**config.mk**
```make
export PLATFORM = sky130hd
export DESIGN_NAME = noise_load_ctrl
export DESIGN_NICKNAME = d
export VERILOG_FILES = /design/src/rtl/noise_ctrl_pkg.sv /design/src/rtl/noise_rd_pipe.sv /design/src/rtl/noise_load_ctrl.sv
export SDC_FILE = /design/constraint.sdc
export NUM_CORES = 1
export LEC_CHECK = 0
export CAP_MARGIN = 20
export CORE_MARGIN = 8
export CORE_UTILIZATION = 40
export CTS_BUF_LIST = sky130_fd_sc_hd__clkbuf_4
export DETAILED_ROUTE_END_ITERATION = 8
export PLACE_DENSITY = 0.75
export SLEW_MARGIN = 20
export SYNTH_ARGS = -nofsm -noshare
export SYNTH_HDL_FRONTEND = slang
export SYNTH_SLANG_ARGS = --single-unit
```
**constraint.sdc**
```tcl
create_clock -name clk -period 2.8 [get_ports clk]
set_input_delay 0.56 -clock clk [delete_from_list [all_inputs] [get_ports clk]]
set_output_delay 0.56 -clock clk [all_outputs]
set_load 0.03 [all_outputs]
```
**src/rtl/noise_ctrl_pkg.sv**
```systemverilog
// Shared types and constants for the noise-table load sequencer.
package noise_ctrl_pkg;

  localparam int unsigned NOISE_BINS          = 128;
  localparam int unsigned BINS_PER_WORD       = 8;
  localparam int unsigned NUM_ENTRIES_DEFAULT = NOISE_BINS / BINS_PER_WORD;

  typedef enum logic [2:0] {
    IDLE,
    FETCH,
    WAIT_DONE,
    RUN,
    ERR
  } noise_ctrl_state_e;

endpackage

```
**src/rtl/noise_rd_pipe.sv**
```systemverilog
// Delay line tracking OCM reads in flight: valid bit plus table index per stage.
module noise_rd_pipe #(
  parameter int unsigned DEPTH = 1,
  parameter int unsigned IDX_W = 8
) (
  input  logic             clk,
  input  logic             rstn,
  input  logic             clr,
  input  logic             in_valid,
  input  logic [IDX_W-1:0] in_idx,
  output logic             out_valid,
  output logic [IDX_W-1:0] out_idx
);

  logic [DEPTH-1:0] vld_q;
  logic [IDX_W-1:0] idx_q [DEPTH];

  always_ff @(posedge clk) begin
    if (!rstn || clr) begin
      vld_q <= '0;
      for (int i = 0; i < int'(DEPTH); i++) idx_q[i] <= '0;
    end else begin
      vld_q[0] <= in_valid;
      idx_q[0] <= in_idx;
      for (int i = 1; i < int'(DEPTH); i++) begin
        vld_q[i] <= vld_q[i-1];
        idx_q[i] <= idx_q[i-1];
      end
    end
  end

  assign out_valid = vld_q[DEPTH-1];
  assign out_idx   = idx_q[DEPTH-1];

endmodule

```
**src/rtl/noise_load_ctrl.sv**
```systemverilog
// Loads the noise distribution table from OCM into the wrapper, waits for
// table-ready, then forwards the upstream sample stream.
module noise_load_ctrl
  import noise_ctrl_pkg::*;
#(
  parameter int unsigned DATA_W      = 64,
  parameter int unsigned ADDR_W      = 8,
  parameter int unsigned NUM_ENTRIES = NUM_ENTRIES_DEFAULT,
  parameter int unsigned MEM_LAT     = 1,
  parameter int unsigned TIMEOUT     = 1024
) (
  input  logic              clk,
  input  logic              rstn,
  input  logic              start,
  input  logic              stop,
  input  logic [ADDR_W-1:0] cfg_len,
  output logic              ocm_rd_en,
  output logic [ADDR_W-1:0] ocm_rd_addr,
  input  logic [DATA_W-1:0] ocm_rd_data,
  output logic              load_mem,
  output logic [ADDR_W-1:0] location,
  output logic [DATA_W-1:0] mem_data,
  input  logic              done_wait,
  input  logic [7:0]        src_data,
  input  logic              src_valid,
  output logic [7:0]        noise_in,
  output logic              noise_in_valid,
  output logic              busy,
  output logic              running,
  output logic              err_timeout
);

  localparam int unsigned TMO_W = $clog2(TIMEOUT + 1);

  noise_ctrl_state_e state_q, state_d;

  logic [ADDR_W-1:0] len_q;
  logic [ADDR_W-1:0] len_c;
  logic [TMO_W-1:0]  tmo_q;
  logic              pipe_valid;
  logic [ADDR_W-1:0] pipe_idx;
  logic              fetch_entry_c;
  logic              last_ret_c;
  logic              tmo_hit_c;
  logic              pipe_clr_c;

  always_comb begin
    len_c = cfg_len;
    if (cfg_len == '0 || cfg_len > ADDR_W'(NUM_ENTRIES)) len_c = ADDR_W'(NUM_ENTRIES);
  end

  assign last_ret_c = load_mem && (location == len_q - ADDR_W'(1));
  assign tmo_hit_c  = (tmo_q == TMO_W'(TIMEOUT - 1));
  // Only reads issued in FETCH may come back as table words.
  assign pipe_clr_c = (state_q != FETCH);

  noise_rd_pipe #(
    .DEPTH (MEM_LAT),
    .IDX_W (ADDR_W)
  ) u_rd_pipe (
    .clk       (clk),
    .rstn      (rstn),
    .clr       (pipe_clr_c),
    .in_valid  (ocm_rd_en),
    .in_idx    (ocm_rd_addr),
    .out_valid (pipe_valid),
    .out_idx   (pipe_idx)
  );

  always_ff @(posedge clk) begin
    if (!rstn) state_q <= IDLE;
    else       state_q <= state_d;
  end

  // Next state; stop outranks start, done_wait outranks timeout.
  always_comb begin
    state_d       = state_q;
    fetch_entry_c = 1'b0;
    case (state_q)
      IDLE:      if (start) state_d = FETCH;
      FETCH:     if (last_ret_c) state_d = WAIT_DONE;
      WAIT_DONE: begin
        if (stop)           state_d = IDLE;
        else if (done_wait) state_d = RUN;
        else if (tmo_hit_c) state_d = ERR;
      end
      RUN, ERR: begin
        if (stop)       state_d = IDLE;
        else if (start) state_d = FETCH;
      end
      default:   state_d = IDLE;
    endcase
    if (state_d == FETCH && state_q != FETCH) fetch_entry_c = 1'b1;
  end

  always_ff @(posedge clk) begin
    if (!rstn) begin
      len_q          <= '0;
      tmo_q          <= '0;
      ocm_rd_en      <= 1'b0;
      ocm_rd_addr    <= '0;
      load_mem       <= 1'b0;
      location       <= '0;
      mem_data       <= '0;
      noise_in       <= '0;
      noise_in_valid <= 1'b0;
      busy           <= 1'b0;
      running        <= 1'b0;
      err_timeout    <= 1'b0;
    end else begin
      busy    <= (state_d == FETCH) || (state_d == WAIT_DONE);
      running <= (state_d == RUN);

      // Issue side: one read per cycle, address parks on len-1.
      if (fetch_entry_c) begin
        len_q       <= len_c;
        ocm_rd_en   <= 1'b1;
        ocm_rd_addr <= '0;
      end else if (ocm_rd_en) begin
        if (ocm_rd_addr == len_q - ADDR_W'(1)) ocm_rd_en   <= 1'b0;
        else                                   ocm_rd_addr <= ocm_rd_addr + ADDR_W'(1);
      end

      load_mem <= pipe_valid;
      if (pipe_valid) begin
        mem_data <= ocm_rd_data;
        location <= pipe_idx;
      end

      tmo_q <= (state_q == WAIT_DONE) ? tmo_q + TMO_W'(1) : '0;

      if (fetch_entry_c)                                err_timeout <= 1'b0;
      else if (state_q == WAIT_DONE && state_d == ERR)  err_timeout <= 1'b1;

      if (state_q == RUN && state_d == RUN) begin
        noise_in       <= src_data;
        noise_in_valid <= src_valid;
      end else begin
        noise_in_valid <= 1'b0;
      end
    end
  end

endmodule

```
# After elaboration in Yosys (flattened, before gate mapping)
# Memory sizes are Yosys's and may differ from the RTL's. A register that Yosys moved wholly into a read port is not among the register bits.
# Cells that the tools add are included.
dict set report totals {
  register_bits 109
  mem_bits_rw 8
  inputBits 86
  n_memories 1
}
dict set report classes {
  n_addsub 3
  n_lt_le_gt_ge 1
  n_eq_ne 12
  muxes 17
  n_bitwise 2
  reduce_logical 17
}
# memory words word_bits rd rd_clocked_by_memory_dff write_ports line
set memory_table {}
lappend memory_table {u_rd_pipe.idx_q 1 8 1 1 1 noise_rd_pipe.sv:16} ;# logic [IDX_W-1:0] idx_q [DEPTH];
# op n
set ops {}
lappend ops {{$mux W3} 6}
lappend ops {{$eq A8 B8 Y1} 2}
lappend ops {{$mux W8} 2}
lappend ops {{$eq A3 B2 Y1 const B} 4}
lappend ops {{$pmux W3 S4} 1}
lappend ops {{$add A11 B1 Y11 const B} 1}
lappend ops {{$eq A11 B10 Y1 const B} 1}
lappend ops {{$add A8 B1 Y8 const B} 1}
lappend ops {{$gt A8 B5 Y1 const B} 1}
lappend ops {{$logic_not A8 Y1} 1}
lappend ops {{$mux W1} 8}
lappend ops {{$reduce_or A8 Y1} 1}
lappend ops {{$sub A8 B1 Y8 const B} 1}
lappend ops {{$eq A3 B1 Y1 const B} 2}
lappend ops {{$eq A3 B3 Y1 const B} 2}
lappend ops {{$reduce_and A2 Y1} 3}
lappend ops {{$logic_and A1 B1 Y1} 4}
lappend ops {{$reduce_or A2 Y1} 2}
lappend ops {{$logic_not A3 Y1} 1}
lappend ops {{$logic_or A1 B1 Y1} 3}
lappend ops {{$ne A3 B1 Y1 const B} 1}
lappend ops {{$logic_not A1 Y1} 2}
lappend ops {{$not A1 Y1} 2}

# Longest topological paths before layout
dict set report logic_depth {
  ltp_word 9
  depth_mapped 9
  ltp_nobuf 8
}

# By module
# A second synthesis with hierarchy kept.
dict set report hier_totals {
  cells_unflattened 505
  hier_area_um2 4903.5
}
# mod n_inst cells_per_inst area_per_inst_um2 seq_area_each_um2
set modules_own_cells {}
lappend modules_own_cells {noise_load_ctrl 1 487 4644.5 2322.2}
lappend modules_own_cells {noise_rd_pipe 1 18 259.0 180.2}

# Least setup slack after synthesis
# OpenSTA, ideal clock, no wires.
dict set report synth_timing {
  kind {register to register}
  startpoint {register ocm_rd_addr[4]}
  endpoint {register ocm_rd_addr[3]}
  setup_ns 0.116
  arrival_time_ns 2.097
  required_ns 2.684
  path_slack_ns 0.587
  path_stages_with_launch 8
  path_buffers 1
  synth_period_minus_slack_ns 2.213
  path_cell_list {dfxtp_1 > clkbuf_1 > or2_2 > o311ai_0 > a21oi_4 > a41oi_4 > a311oi_1 > a41o_1}
}
dict set report synth_between {
  elab_chain_cells 3
}
# element line
set synth_rtl {}
lappend synth_rtl {{from (decl)} noise_load_ctrl.sv:18} ;# output logic [ADDR_W-1:0] ocm_rd_addr,
lappend synth_rtl {{from (signal assigned)} noise_load_ctrl.sv:121} ;# else ocm_rd_addr <= ocm_rd_addr + ADDR_W'(1);
lappend synth_rtl {{$eq A8 B8 Y1} noise_load_ctrl.sv:120} ;# if (ocm_rd_addr == len_q - ADDR_W'(1)) ocm_rd_en <= 1'b0;
lappend synth_rtl {{$not A1 Y1 (no line)} n/a}
lappend synth_rtl {{$reduce_and A2 Y1 (no line)} n/a}
# Every way passes these cells.
# A chain may end at the register's enable or synchronous reset.

# Worst setup path in the final report
dict set report layout_timing {
  startpoint {register len_q[3]}
  endpoint {register ocm_rd_addr[4]}
}
dict set report layout_between {
  elab_chain_cells 9
  elab_cells_between_ends 12
}
# element line
set layout_rtl {}
lappend layout_rtl {{from (decl)} noise_load_ctrl.sv:37} ;# logic [ADDR_W-1:0] len_q;
lappend layout_rtl {{from (signal assigned)} noise_load_ctrl.sv:116} ;# len_q <= len_c;
lappend layout_rtl {{$sub A8 B1 Y8 *} {noise_load_ctrl.sv:52, noise_load_ctrl.sv:120}}
lappend layout_rtl {{$eq A8 B8 Y1} noise_load_ctrl.sv:52} ;# assign last_ret_c = load_mem && (location == len_q - ADDR_W'(1));
lappend layout_rtl {{$logic_and A1 B1 Y1} noise_load_ctrl.sv:52}
lappend layout_rtl {{$mux W3} noise_load_ctrl.sv:81} ;# FETCH: if (last_ret_c) state_d = WAIT_DONE;
lappend layout_rtl {{$pmux W3 S4} noise_load_ctrl.sv:79} ;# case (state_q)
lappend layout_rtl {{$eq A3 B1 Y1} noise_load_ctrl.sv:93} ;# if (state_d == FETCH && state_q != FETCH) fetch_entry_c = 1'b1;
lappend layout_rtl {{$logic_and A1 B1 Y1} noise_load_ctrl.sv:93}
lappend layout_rtl {{$mux W1} noise_load_ctrl.sv:93}
lappend layout_rtl {{$reduce_or A2 Y1 (no line)} n/a}
# Every way passes the cells marked *; elsewhere a longest branch is shown, timed or not.

==> impl_metrics.py <==
metrics = {
    "global_routing": {
        "overflow": 0,
        "initial_antenna_violation_count": 0,
        "grt_start_max_net_pins": 62,
        "grt_pass1_wl_mm": 21.6,
        "number_of_global_route_vias_before_repair": 4324,
        "groute.usage.overall_pct": 16.4,
    },
    "critical_path": {
        "critical_path_cell_by_cell": "or4_4 -> or3_4 -> a22oi_4 -> nand4b_2 -> a311oi_1 -> a41o_1",
        "setup.worst_path.end_class": "flop",
        "worst_path_largest_cell_delay_ps": 590,
        "critPathKind": "flop to flop",
        "crit_path_dat_ps": 2870,
        "crit_slowest_cell": "or4_4",
        "data_required_critical_path_ps": 3260,
        "critical-path-top-delay-family": "simple AND/OR/NAND/NOR gates",
        "path_buf_inv": 0,
        "timing.critical_path.fanout_max": 10,
        "timing.critical_path.from_type": "flop",
    },
    "timing": {
        "report.final.slew_viol_count": 0,
        "timing.max_slew.rel_slack_pct": 48.0,
        "finClkSkew_ps": 16.4,
        "final-setup-viol-count": 0,
        "min_period_over_period_pct": 86.1,
        "timing.setup.tns_ps": 0,
        "worst_pin_slew_ps": 773,
        "layout_min_cycle_time_ps": 2410,
        "timing_hold_violations_final": 0,
        "setup_repair_after_global_routing_missed_its_margin": "no",
        "clock.fmax_mhz": 415,
    },
    "yosys": {
        "synth_enable_flop_cells": 0,
        "yosys_most_used_dff": "dfxtp_1",
        "post_syn_area_um2": 5220,
        "synth_cell_types": 52,
        "ys.warnings.count": 0,
        "synth_cells": 508,
        "synth_fp_nets": 597,
        "synth-seq-cells": 125,
        "synth_sequential_area_ratio_pct": 47.9,
        "async_reset_ff_share_pct": 0,
        "syn_area_per_cell_um2": 10.3,
    },
    "cts": {
        "htree_num_levels": 4,
        "cts-buffers-inserted": 17,
        "hold_buffer_count_at_cts": 0,
        "clkSlewWorstSetupHoldPaths_ps": 100,
        "clock_insertion_delay_worst_skew_ps": 510,
        "clock_tree.root_cell": "clkbuf_4",
        "clock-sinks": 125,
        "max-clock-path-buffers": 2,
        "post-cts-setup-buffers": 0,
        "cts_tree": "built",
        "post_cts_resized": 0,
    },
    "floorplanning": {
        "top_level_ports": 180,
        "die_height_um": 130,
        "initial_standard_cell_utilization_of_the_core_pct": 41.2,
        "chipWidth_um": 130,
        "fp.coreArea_um2": 12700,
        "placementRows": 41,
        "die-area_um2": 17000,
    },
    "drt": {
        "drt_pre_antenna_iters": 4,
        "per_cell_via_count_in_the_routed_design": 4.84,
        "antenna_violating_nets_post_route": 0,
        "final_routed_wirelength_across_all_metal_layers_mm": 14.1,
        "drt_iter0_drc": 159,
        "route.vias.total": 4219,
        "drt-wirelength-per-cell_um": 16.1,
        "drc": 0,
    },
    "final_layout": {
        "finish.net_count": 777,
        "area.growth.synth_to_final_pct": 42.6,
        "final_cell_mix": "clkdlybuf4s50_1 (178), dfxtp_1 (124), nor2b_1 (82), mux2i_1 (82), nor2_1 (21)",
        "final_cells": 872,
        "layout.cells.most_common": "clkdlybuf4s50_1",
        "antennaDiodeCount": 0,
        "post-route-util_pct": 58.7,
        "post_route_cells_drive_above_1_share_pct": 6.57,
    },
    "power": {
        "power.density_cell_area_nw_per_um2": 447,
        "fin_total_pwr_mw": 3.32,
        "leakage_nw": 2.65,
        "vdd_drop_max_v": 0.000201,
    },
    "placed_design": {
        "routability_congestion_estimate": 0.805,
        "place.detailed.hpwl_mm": 10.8,
        "post_place_cells": 841,
        "buffer_ports.inserted": 179,
    },
    "run": {
        "maxCapViolCount": 0,
    },
    "worst_hold_path": {
        "timing.hold.worst.class": "flop to flop",
    },
    "outcome": {
        "outcome": "complete, no violations",
    },
}
==> sequential cells by signal, summed over array words and instances (netlist names), 3 cells and up <==
signal / flops
tmo_q: 11
ocm_rd_addr: 8
len_q: 8
state_q: 3
location: 8
u_rd_pipe.idx_q: 8
mem_data: 64
noise_in: 8
==> cell usage after synthesis, types with 2 or more instances <==
library cell,instances,area share [%]
a21oi_1,8,0.77
a21o_1,3,0.43
mux2i_1,82,16
or4_4,2,0.43
nor4_1,2,0.24
nand2_1,15,1.1
and2_1,5,0.60
a21boi_0,4,0.58
a31oi_1,2,0.24
or3_1,5,0.60
or2_2,2,0.24
nor2_1,21,1.5
clkbuf_1,17,1.2
a32oi_1,2,0.34
nor2b_1,82,9.8
and3_1,14,1.7
buf_1,6,0.43
a41o_1,2,0.38
dfxtp_1,125,48
nor3_1,5,0.48
o21ai_0,7,0.67
nand3_1,14,1.3
nand2b_1,3,0.36
a311oi_1,2,0.34
nand3b_1,2,0.29
buf_6,3,0.65
xor2_1,12,2.0
nand4_1,6,0.72
ha_1,3,0.72
nor3b_1,3,0.43
inv_1,13,0.93
xnor2_1,16,2.7
==> cell families after synthesis <==
logic type | after synthesis | share of synthesized area [%]
AOI/OAI and AO/OA | 42 | 6.37
and+or+nand+nor | 188 | 21.1
adders and majority gates | 4 | 0.911
buffers and inverters | 39 | 3.24
muxes | 82 | 15.7
xor gates and xnor gates | 28 | 4.70
DFF | 125 | 47.9
==> final cells by class <==
cell class | count | area (um^2)
sequential | 125 | 2510
tap | 172 | 215
clock inverter | 11 | 101
multi-input combinational | 344 | 2550
timing repair buffer | 187 | 1870
fill | 1130 | 5230
clock buffer | 20 | 150
inverter | 13 | 48.8
==> worst paths after layout <==
kind | depth (start not counted) | slack, ps | from | end
hold reg to reg | 1 | 460 | tmo_q[0]$_SDFF_PN0_ | tmo_q[0]$_SDFF_PN0_
hold / removal | 1 | 460 | tmo_q[0]$_SDFF_PN0_ | tmo_q[0]$_SDFF_PN0_
setup / recovery | 6 | 390 | len_q[3]$_SDFFE_PN0P_ | ocm_rd_addr[4]$_SDFFE_PP0P_
setup reg to reg | 6 | 390 | len_q[3]$_SDFFE_PN0P_ | ocm_rd_addr[4]$_SDFFE_PP0P_
==> stage by stage <==
step           worst slack [ps]  instance area (um^2)  hold WS [ps]
6_report                    390                  7440           464
5_1_grt                     195                  7440           495
4_1_cts                     354                  7440           465
3_5_place_dp              -2.75                  7190           445
3_3_place_gp                108                  7190           425
2_1_floorplan               587                  5220           413
==> report_power, final <==
group / switching, mW / internal, mW / total (mW) / leakage [nW]
registers: 0.0255 / 1.80 / 1.83 / 1.01
clock network: 0.599 / 0.535 / 1.13 / 0.140
logic: 0.152 / 0.212 / 0.364 / 1.50
total: 0.777 / 2.55 / 3.32 / 2.65
==> worst register-to-register path, cell delays in order, from the launching register on <==
cell	delay, ps
dfxtp_1	450
or4_4	590
or3_4	410
a22oi_4	200
nand4b_2	220
a311oi_1	360
a41o_1	140
==> per-layer routing <==
metal / routed length [um] / global-route usage (%)
met1: 5680 / 17.7
met2: 7190 / 29.1
met3: 933 / 4.94
met4: 251 / 7.31
met5: 0 / 0
(Power assumes the default switching activity.)
